`config.mk`:
```
export PLATFORM = sky130hd
export DESIGN_NAME = tick_period_scheduler
export DESIGN_NICKNAME = d
export VERILOG_FILES = /design/src/rtl/tick_period_scheduler.sv
export SDC_FILE = /design/constraint.sdc
export NUM_CORES = 1
export LEC_CHECK = 0
export ABC_AREA = 1
export ABC_CLOCK_PERIOD_IN_PS = 2080
export CAP_MARGIN = 0
export CORE_AREA = 2 2 109 111
export CTS_CLUSTER_SIZE = 10
export DETAILED_ROUTE_END_ITERATION = 16
export DIE_AREA = 0 0 111 113
export GPL_TIMING_DRIVEN = 1
export PLACE_DENSITY = 0.75
export SYNTH_ARGS = -nofsm -noshare
export SYNTH_HDL_FRONTEND = slang
export SYNTH_SLANG_ARGS = --single-unit
```
`constraint.sdc`:
```
create_clock -name clk_i -period 2.08 [get_ports clk_i]
set_input_delay 0.52 -clock clk_i [delete_from_list [all_inputs] [get_ports clk_i]]
set_output_delay 0.52 -clock clk_i [all_outputs]
set_load 0.01 [all_outputs]
```
`src/rtl/tick_period_scheduler.sv`:
```
// Tick period scheduler: steps a free-running counter through up to four
// {period, tick count} entries, waiting for the counter to settle after each
// period load and counting settled ticks before advancing to the next entry.
//
// state  | meaning
// IDLE   | waiting for start, counter disabled
// LOAD   | drive period of current entry, enable counter, clear counters
// SETTLE | wait for stable, bounded by TIMEOUT cycles
// RUN    | count stable ticks until the entry count is reached
// DONE   | one-cycle completion pulse, counter disabled
module tick_period_scheduler #(
  parameter int unsigned TIMEOUT = 1023
) (
  input  logic       clk_i,
  input  logic       rst_ni,
  input  logic       start_i,
  input  logic       abort_i,
  input  logic       cfg_we_i,
  input  logic [1:0] cfg_addr_i,
  input  logic [7:0] cfg_period_i,
  input  logic [7:0] cfg_count_i,
  input  logic [1:0] num_steps_i,
  input  logic       loop_i,
  input  logic       stable_i,
  input  logic       tick_i,
  output logic [7:0] max_cnt_o,
  output logic       cnt_enable_o,
  output logic [1:0] step_idx_o,
  output logic       busy_o,
  output logic       done_o,
  output logic       err_o
);

  // Timeout counter only needs to reach TIMEOUT-1: the last SETTLE cycle.
  localparam int TW = (TIMEOUT < 2) ? 1 : $clog2(TIMEOUT);
  localparam logic [TW-1:0] TO_LAST = TW'(TIMEOUT - 1);

  typedef enum logic [2:0] {
    S_IDLE,
    S_LOAD,
    S_SETTLE,
    S_RUN,
    S_DONE
  } state_e;

  state_e        state_q, state_d;
  logic [1:0]    step_q, step_d;
  logic [7:0]    max_q, max_d;
  logic          en_q, en_d;
  logic          err_q, err_d;
  logic [TW-1:0] to_q, to_d;
  logic [7:0]    tk_q, tk_d;
  logic [7:0]    period_q [4];
  logic [7:0]    count_q  [4];
  logic          step_end;

  // Step ends once the counted ticks match the entry count (count 0 ends at once).
  assign step_end = (tk_q == count_q[step_q]);

  // Configuration table, writable in any state.
  always_ff @(posedge clk_i or negedge rst_ni) begin
    if (!rst_ni) begin
      for (int i = 0; i < 4; i++) begin
        period_q[i] <= 8'd0;
        count_q[i]  <= 8'd0;
      end
    end else if (cfg_we_i) begin
      period_q[cfg_addr_i] <= cfg_period_i;
      count_q[cfg_addr_i]  <= cfg_count_i;
    end
  end

  // Sequencer state and registered outputs.
  always_ff @(posedge clk_i or negedge rst_ni) begin
    if (!rst_ni) begin
      state_q <= S_IDLE;
      step_q  <= 2'd0;
      max_q   <= 8'd0;
      en_q    <= 1'b0;
      err_q   <= 1'b0;
      to_q    <= '0;
      tk_q    <= 8'd0;
    end else begin
      state_q <= state_d;
      step_q  <= step_d;
      max_q   <= max_d;
      en_q    <= en_d;
      err_q   <= err_d;
      to_q    <= to_d;
      tk_q    <= tk_d;
    end
  end

  // Next-state logic; abort overrides every transition out of a busy state.
  always_comb begin
    state_d = state_q;
    step_d  = step_q;
    max_d   = max_q;
    en_d    = en_q;
    err_d   = err_q;
    to_d    = to_q;
    tk_d    = tk_q;
    case (state_q)
      S_IDLE: begin
        if (start_i && !abort_i) begin
          state_d = S_LOAD;
          step_d  = 2'd0;
          err_d   = 1'b0;
        end
      end
      S_LOAD: begin
        max_d   = period_q[step_q];
        en_d    = 1'b1;
        to_d    = '0;
        tk_d    = 8'd0;
        state_d = S_SETTLE;
      end
      S_SETTLE: begin
        if (stable_i) begin
          state_d = S_RUN;
        end else if (to_q == TO_LAST) begin
          state_d = S_IDLE;
          err_d   = 1'b1;
          en_d    = 1'b0;
        end else begin
          to_d = to_q + TW'(1);
        end
      end
      S_RUN: begin
        if (step_end) begin
          // A step index above a freshly lowered num_steps is treated as last.
          if (step_q >= num_steps_i) begin
            if (loop_i) begin
              step_d  = 2'd0;
              state_d = S_LOAD;
            end else begin
              state_d = S_DONE;
              en_d    = 1'b0;
            end
          end else begin
            step_d  = step_q + 2'd1;
            state_d = S_LOAD;
          end
        end else if (tick_i && stable_i) begin
          tk_d = tk_q + 8'd1;
        end
      end
      S_DONE: begin
        en_d    = 1'b0;
        state_d = S_IDLE;
      end
      default: begin
        state_d = S_IDLE;
        en_d    = 1'b0;
      end
    endcase
    if (abort_i && (state_q != S_IDLE)) begin
      state_d = S_IDLE;
      en_d    = 1'b0;
    end
  end

  assign max_cnt_o    = max_q;
  assign cnt_enable_o = en_q;
  assign step_idx_o   = step_q;
  assign err_o        = err_q;
  assign busy_o       = (state_q != S_IDLE);
  assign done_o       = (state_q == S_DONE);

endmodule

```
==> impl_metrics.toml, run 1 <==
[outcome]
status = "completed"

[grt]
grt_antenna_before_repair = 0
met3_usage_pct = 3.482
top_usage_layer = "met2"
global_route.usage.met1_pct = 23.37
met2_global_route_usage_pct = 28.47
grt_overflow = 0
global_route_wire_length_before_repair_um = 18000
grt_usage_pct = 17.46
grt_pass1_vias = 3891
maximum_number_of_pins_on_one_net_before_global_route_repair = 98

[worst_setup_path]
worstRegToRegCells = 10
timing.rr.end = "step_idx_o[0]"
r2r-start = "step_idx_o[0]"
criticalPathCategory = "flip-flop to output pin"
critPathLaunchType = "flip-flop"
worst_path_required_time_ns = 1.56
startpoint = "step_idx_o[1]"
reg2reg_setup_slack_ns = 0.21
path_max_fanout = 11
critical_path.endpoint_type = "output pin"
critPathArrivalTime_ns = 1.50

[timing]
report.final.setup_viol = 0
shortest_clock_period_the_worst_path_allows_after_layout_ns = 2.018
timing_worst_slew_pin_value_ns = 0.5296
highest_attainable_clock_frequency_ghz = 0.4957
slew_viol_final = 0
unrepaired_setup_endpoints_after_global_routing = "false"
relSlewSlack_pct = 64.70
skew_ns = 0.01003
report.final.hold_viol_count = 0
post-route-period-util_pct = 97.00

[detailed_routing]
drt_first_iter_violations = 219
dr.pass1.iters = 5
vias = 4086
final_wirelength_um = 10550
vias_per_cell = 5.159
wl_per_cell_um = 13.32
count_of_antenna_violating_nets_left_after_detailed_routing = 0
drc_violations_left = 0

[layout]
final_layout_size_suffix_gt1_share_pct = 10.63
layout-area-overhead-vs-synth_pct = 18.91
post-route-cell-area_mm2 = 0.005783
leading_cell_type_in_the_layout_fill_and_taps_excluded = "sky130_fd_sc_hd__nand2_1"
n_antenna_cell = 0
num-nets-final = 677
leading_cell_types_in_the_layout_fill_and_taps_excluded = "sky130_fd_sc_hd__nand2_1 (167), sky130_fd_sc_hd__dfrtp_1 (94), sky130_fd_sc_hd__o21ai_0 (90)"

[die]
die_width_um = 111
design.die.area_mm2 = 0.01254
fp.dieH_um = 113
floorplan.core_area_mm2 = 0.01127
ioPinCount = 42
initial_core_utilization_pct = 43.15
std_cell_rows = 39

[clock_tree]
cts.root.buffer_cell = "sky130_fd_sc_hd__clkbuf_16"
cts.clk_slew.worst_paths_ns = 0.07
cts_setup_buffers = 0
clock_sink_count = 97
tritoncts = "built"
clock_path_buffers = 2
cts_buffers = 9
htree_num_levels = 3
post_cts_hold_buffer_count = 0
clock_insertion_delay_worst_skew_ns = 0.35

[power_and_ir_drop]
comb_power_share_pct = 33.1
post_route_total_power_mw = 6.081
power_frac_seq_pct = 41.2
sw_frac_of_total_pct = 36.32
net-switching-power_mw = 2.208
internal_power_mw = 3.872
power.ir.vdd_worst_mv = 0.5678
power_density_mw_per_mm2 = 1051
power.share.clock_pct = 25.7
power.leakage_nw = 2.732

[synthesis]
synthesis.area_mm2 = 0.004863
synthesized_net_count = 637
ys_warn_count = 0
synth_sequential_area_ratio_pct = 49.91
ys_seq_elements = 97
synth.lib_cells_used.distinct = 30
count_of_mapped_cells_out_of_synthesis = 604
syn_area_cell_um2 = 8.052

[job]
timing.max_cap.violations = 0

[placement]
dpl.hpwl_um = 7110
detailed_place.area_mm2 = 0.005480
port_buffers = 41
gp_congestion = 0.9026

[min_path]
path_category_of_the_worst_min_delay_check = "primary input to asynchronous set/reset pin"
[Yosys cell counts]
master	count	area, um^2
sky130_fd_sc_hd__nand3_4	1	17.52
sky130_fd_sc_hd__o31ai_1	1	7.510
sky130_fd_sc_hd__dfrtp_1	97	2427
sky130_fd_sc_hd__nand3b_2	1	11.26
sky130_fd_sc_hd__ha_1	5	62.56
sky130_fd_sc_hd__nand3_2	12	120.1
sky130_fd_sc_hd__nand2_1	167	626.9
sky130_fd_sc_hd__o21ai_0	90	450.4
sky130_fd_sc_hd__o22ai_1	1	6.260
sky130_fd_sc_hd__xor2_1	9	78.83
sky130_fd_sc_hd__buf_6	4	45.04
sky130_fd_sc_hd__nand2_2	12	75.07
sky130_fd_sc_hd__inv_1	50	187.7
sky130_fd_sc_hd__xnor2_1	1	8.760
sky130_fd_sc_hd__nand2_4	2	22.52
sky130_fd_sc_hd__buf_2	3	15.01
sky130_fd_sc_hd__nor2_1	55	206.5
sky130_fd_sc_hd__a21oi_1	4	20.02
sky130_fd_sc_hd__a31oi_1	8	50.05
sky130_fd_sc_hd__nor3_1	15	75.07
sky130_fd_sc_hd__nand3_1	32	160.2
sky130_fd_sc_hd__inv_4	2	12.51
sky130_fd_sc_hd__nor2_4	2	22.52
sky130_fd_sc_hd__o21ai_2	1	8.760
sky130_fd_sc_hd__buf_1	1	3.750
sky130_fd_sc_hd__buf_4	2	15.01
sky130_fd_sc_hd__nor4_1	1	6.260
sky130_fd_sc_hd__nand4_1	9	56.30
sky130_fd_sc_hd__clkbuf_1	15	56.30
sky130_fd_sc_hd__nand3b_1	1	7.510
[layer usage]
layer	wire, um	up-vias
met1	5003	1954
met4	159	0
met5	0	-
met3	373	12
li1	-	2041
met2	5014	79
[timing repair]
action | CTS | global route
endpoints found under the setup margin | 3 | 10
resized for setup | 6 | 6
pin swaps | 0 | 0
cloned | 0 | 0
[worst max-delay path by stage]
stage	endpoint	slack (ns)	cells after the start
floorplan	step_idx_o[1]	0.04	12
detailed placement	cnt_enable_o	-0.06	12
global route	step_idx_o[0]	0.01	10
global placement	step_idx_o[0]	0.003	10
CTS	step_idx_o[1]	0.006	2
finish	step_idx_o[1]	0.06	2
[worst max-delay path, cell delays in order, from the launching register on]
cell	delay (ns)
sky130_fd_sc_hd__dfrtp_2	0.42
sky130_fd_sc_hd__buf_6	0.18
sky130_fd_sc_hd__clkdlybuf4s50_1	0.55
[kinds of logic (layout without fill, tap and decap cells)]
| kind of cell | Yosys count | in the layout | synth area share (%) |
|---|---|---|---|
| AND/OR/NAND/NOR | 310 | 310 | 28.94 |
| AO/OA/AOI/OAI | 105 | 105 | 11.17 |
| flip-flops | 97 | 97 | 49.91 |
| buffers and inverters | 77 | 122 | 6.894 |
| XOR/XNOR | 10 | 10 | 1.801 |
| adder cells (fa/ha/maj) | 5 | 5 | 1.286 |
[through the flow]
stage	utilization (%)	instances	hold slack, ns	setup WS, ns	setup TNS, ns
4_1_cts	51.20	792	0.2498	0.006497	0
3_3_place_gp	48.62	776	0.4613	0.002722	0
3_5_place_dp	48.62	776	0.4677	-0.05747	-0.1439
2_1_floorplan	-	604	0.2244	0.03677	0
6_report	51.30	792	0.2120	0.06247	0
5_1_grt	51.30	792	0.2729	0.01403	0
[registers in the layout, summed over array words and instances (netlist names)]
register,count
state_q,3
count_q,32
tk_q,8
cnt_enable_o,1
err_o,1
step_idx_o,2
to_q,10
max_cnt_o,8
period_q,32
[layout make-up]
| cell class | instances | area [um^2] |
|---|---|---|
| fill | 1080 | 5489 |
| sequential | 97 | 2431 |
| multi-input combinational | 430 | 2116 |
| timing repair buffer | 54 | 573.1 |
| clock buffer | 9 | 225.2 |
| inverter | 52 | 205.2 |
| tap | 143 | 178.9 |
| clock inverter | 7 | 53.80 |
[power by group through the flow]
| stage | Sequential (mW) | Clock, mW | Combinational (mW) |
|---|---|---|---|
| floorplan | 2.50 | 0 | 1.33 |
| global placement | 2.51 | 0 | 1.96 |
| detailed placement | 2.52 | 0 | 2.03 |
| CTS | 2.50 | 1.59 | 2.03 |
| global route | 2.55 | 1.68 | 2.27 |
| finish | 2.51 | 1.56 | 2.01 |
Power figures use the tool's default switching activity.
==> run 2, diff against run 1 <==
ABC_AREA = 0   (was 1)
CORE_AREA = 2 2 131 133   (was 2 2 109 111)
DIE_AREA = 0 0 133 135   (was 0 0 111 113)
PLACE_DENSITY = 0.56   (was 0.75)
==> run 2 against run 1 <==
  * The flow now finishes with violations (negative setup slack)
  * Final area is 2.6% higher
  * Synthesized cell count is 41% lower
  * Register-to-register slack worse by 0.43 ns
  * Area after synthesis is 5.7% lower
  * Flip-flop and latch count stayed put
  * Largest cell class unchanged
  * Highest routed layer unchanged
==> impl_metrics.toml, run 2 <==
[detailed_routing]
dr.pass1.iters = 5
drc_violations_left = 0
wl_per_cell_um = 15.70
vias = 3045
final_wirelength_um = 10250
vias_per_cell = 4.663
drt_first_iter_violations = 123
count_of_antenna_violating_nets_left_after_detailed_routing = 0

[layout]
post-route-cell-area_mm2 = 0.005936
leading_cell_type_in_the_layout_fill_and_taps_excluded = "sky130_fd_sc_hd__dfrtp_1"
leading_cell_types_in_the_layout_fill_and_taps_excluded = "sky130_fd_sc_hd__dfrtp_1 (94), sky130_fd_sc_hd__mux2_2 (64), sky130_fd_sc_hd__clkdlybuf4s50_1 (37)"
num-nets-final = 462
n_antenna_cell = 0
layoutNonFillerInstCount = 653
reg.largest.list = "count_q (32), period_q (32), to_q (10)"
final_layout_size_suffix_gt1_share_pct = 36.03
layout-area-overhead-vs-synth_pct = 29.44

[clock_tree]
cts.clk_slew.worst_paths_ns = 0.07
tritoncts = "built"
clock_insertion_delay_worst_skew_ns = 0.34
htree_num_levels = 3
post_cts_hold_buffer_count = 0
cts_buffers = 9
clock_sink_count = 97
clock_path_buffers = 2
cts.root.buffer_cell = "sky130_fd_sc_hd__clkbuf_16"

[die]
die_width_um = 133
fp.dieH_um = 135
initial_core_utilization_pct = 27.95
design.die.area_mm2 = 0.01796
ioPinCount = 42
floorplan.core_area_mm2 = 0.01641
std_cell_rows = 47

[power_and_ir_drop]
power.ir.vdd_worst_mv = 0.4698
post_route_total_power_mw = 5.833
power_density_mw_per_mm2 = 982.7
power.leakage_nw = 2.463

[synthesis]
synthMostInstantiatedCell = "sky130_fd_sc_hd__dfrtp_1"
synthTopCellsByArea = "sky130_fd_sc_hd__dfrtp_1 (53%), sky130_fd_sc_hd__mux2_2 (16%), sky130_fd_sc_hd__mux4_1 (5.2%), sky130_fd_sc_hd__mux4_2 (3.4%), sky130_fd_sc_hd__nand2_1 (3.0%)"
ys_seq_elements = 97
synth_sequential_area_ratio_pct = 52.93
asyncSetResetFlopFracSynth_pct = 100.0
ys_warn_count = 0
netlist.top_cell.by_area = "sky130_fd_sc_hd__dfrtp_1"
edff_count_synth = 0
synthesis.area_mm2 = 0.004586
synth_compound_area_share_pct = 5.211
synth.lib_cells_used.distinct = 40
syn_area_cell_um2 = 12.92
synth-main-ff-cell = "sky130_fd_sc_hd__dfrtp_1"
synth.mux.area_fraction_pct = 24.31
post_synth_fa_ha_maj_area_fraction_pct = 1.364
post_synth_top_cells = "sky130_fd_sc_hd__dfrtp_1 (97), sky130_fd_sc_hd__mux2_2 (64), sky130_fd_sc_hd__nand2_1 (37), sky130_fd_sc_hd__nor2_1 (15), sky130_fd_sc_hd__o21ai_0 (14)"
synth_top_family_by_area = "multiplexers"
synth-simple-area-share_pct = 11.41
synth_xor_xnor_area_share_pct = 3.056
post-synth-top-area-fraction_pct = 52.93
count_of_mapped_cells_out_of_synthesis = 355
synthesized_net_count = 388

[placement]
gp_congestion = 0.7815
total_instance_count_after_detailed_placement = 629
dpl.hpwl_um = 7075
detailed_place.area_mm2 = 0.005487
port_buffers = 41

[worst_setup_path]
worst_path_required_time_ns = 2.32
critPathLaunchType = "flip-flop"
path_max_fanout = 4
critical_path.endpoint_type = "flip-flop"
criticalPathCategory = "flip-flop to flip-flop"
critPathArrivalTime_ns = 2.54

[outcome]
violated_checks = "negative setup slack"
status = "finished, violations left"

[timing]
whs_ns = 0.1373
highest_attainable_clock_frequency_ghz = 0.4345
slew_viol_final = 0
post-route-period-util_pct = 110.6
final_critical_path_setup_slack_ns = -0.2214
skew_ns = 0.006838
relSlewSlack_pct = 65.59
timing_worst_slew_pin_value_ns = 0.5161
report.final.setup_viol = 14
report.final.hold_viol_count = 0
unrepaired_setup_endpoints_after_global_routing = "true"
setup-tns-final_ns = -2.279
shortest_clock_period_the_worst_path_allows_after_layout_ns = 2.301

[min_path]
path_category_of_the_worst_min_delay_check = "primary input to asynchronous set/reset pin"

[grt]
global_route_wire_length_before_repair_um = 16680
grt_overflow = 0
maximum_number_of_pins_on_one_net_before_global_route_repair = 37
grt_antenna_before_repair = 0
grt_pass1_vias = 3160
grt_usage_pct = 11.90

[job]
timing.max_cap.violations = 0
-- run 2: cell types whose count changed in the layout (fill, tap and decap cells not counted), sizes merged, moves of 6 or more --
cell / previous run / this run
nand2: 181 / 37
o21ai: 91 / 14
mux2: 0 / 64
inv: 54 / 6
nor2: 57 / 15
nand3: 45 / 9
buf: 14 / 34
mux4: 0 / 16
nor3: 15 / 1
xnor2: 1 / 11
a21oi: 4 / 11
or3: 0 / 7
a31oi: 8 / 2
-- run 2: final cells by class --
class                      count  area, um^2
sequential                    97        2431
timing repair buffer          76       785.8
multi-input combinational    241        2143
fill                        1597       10470
inverter                       4       15.01
clock inverter                 4       52.55
clock buffer                  11       232.7
tap                          220       275.3
-- run 2: per-stage QoR --
step                      utilization, %  setup slack [ns]
after global placement             33.44           -0.2110
after global routing               36.18           -0.3200
after detailed placement           33.44           -0.2664
final                              36.18           -0.2214
after CTS                          35.59           -0.2394
after floorplan                        -           -0.1775
-- run 2: critical path, stage by stage (launching register included) --
cell	delay, ns
sky130_fd_sc_hd__dfrtp_2	0.43
sky130_fd_sc_hd__clkbuf_16	0.17
sky130_fd_sc_hd__mux4_2	0.52
sky130_fd_sc_hd__xnor2_2	0.15
sky130_fd_sc_hd__nand2_2	0.09
sky130_fd_sc_hd__buf_4	0.15
sky130_fd_sc_hd__o31ai_2	0.26
sky130_fd_sc_hd__buf_4	0.18
sky130_fd_sc_hd__o21bai_1	0.07
sky130_fd_sc_hd__a21o_1	0.18
-- run 2: kinds of logic after synthesis --
logic type      count (synthesis)
buf+inv                        17
xor+xnor                       16
fa+ha+maj                       5
compound gates                 40
simple gates                  100
flops                          97
mux                            80
-- run 2: power breakdown --
part | total [mW] | internal, mW | leakage, nW | switching [mW]
registers | 2.51 | 2.26 | 1.20 | 0.257
logic | 1.69 | 0.933 | 1.13 | 0.757
clock network | 1.63 | 0.933 | 0.140 | 0.697
-- run 2: final timing paths --
path / startpoint / endpoint / slack, ns / cells after the start
worst max register to register: step_idx_o[0] / cnt_enable_o / -0.22 / 9
worst min-delay path: rst_ni / period_q[16] / 0.14 / 1
worst min register to register: max_cnt_o[4] / max_cnt_o[4] / 0.47 / 2
worst max-delay path: step_idx_o[0] / cnt_enable_o / -0.22 / 9
max in group asynchronous: rst_ni / state_q[1] / 1.36 / 2
min in group clk_i: max_cnt_o[4] / max_cnt_o[4] / 0.47 / 2
-- run 2: repair_timing --
item,CTS,global route
buffers inserted,3,5
gates cloned,1,0
setup endpoints to repair,17,17
gates resized for setup,18,15
pin swaps,14,9
-- run 2: metal layers --
metal | track usage, % | vias up | share of wire, %
met3 | 2.628 | 10 | 3.7
met2 | 19.00 | 54 | 48
li1 | - | 1439 | -
met4 | 4.719 | 0 | 1.3
met1 | 15.82 | 1542 | 47
met5 | 0 | - | 0
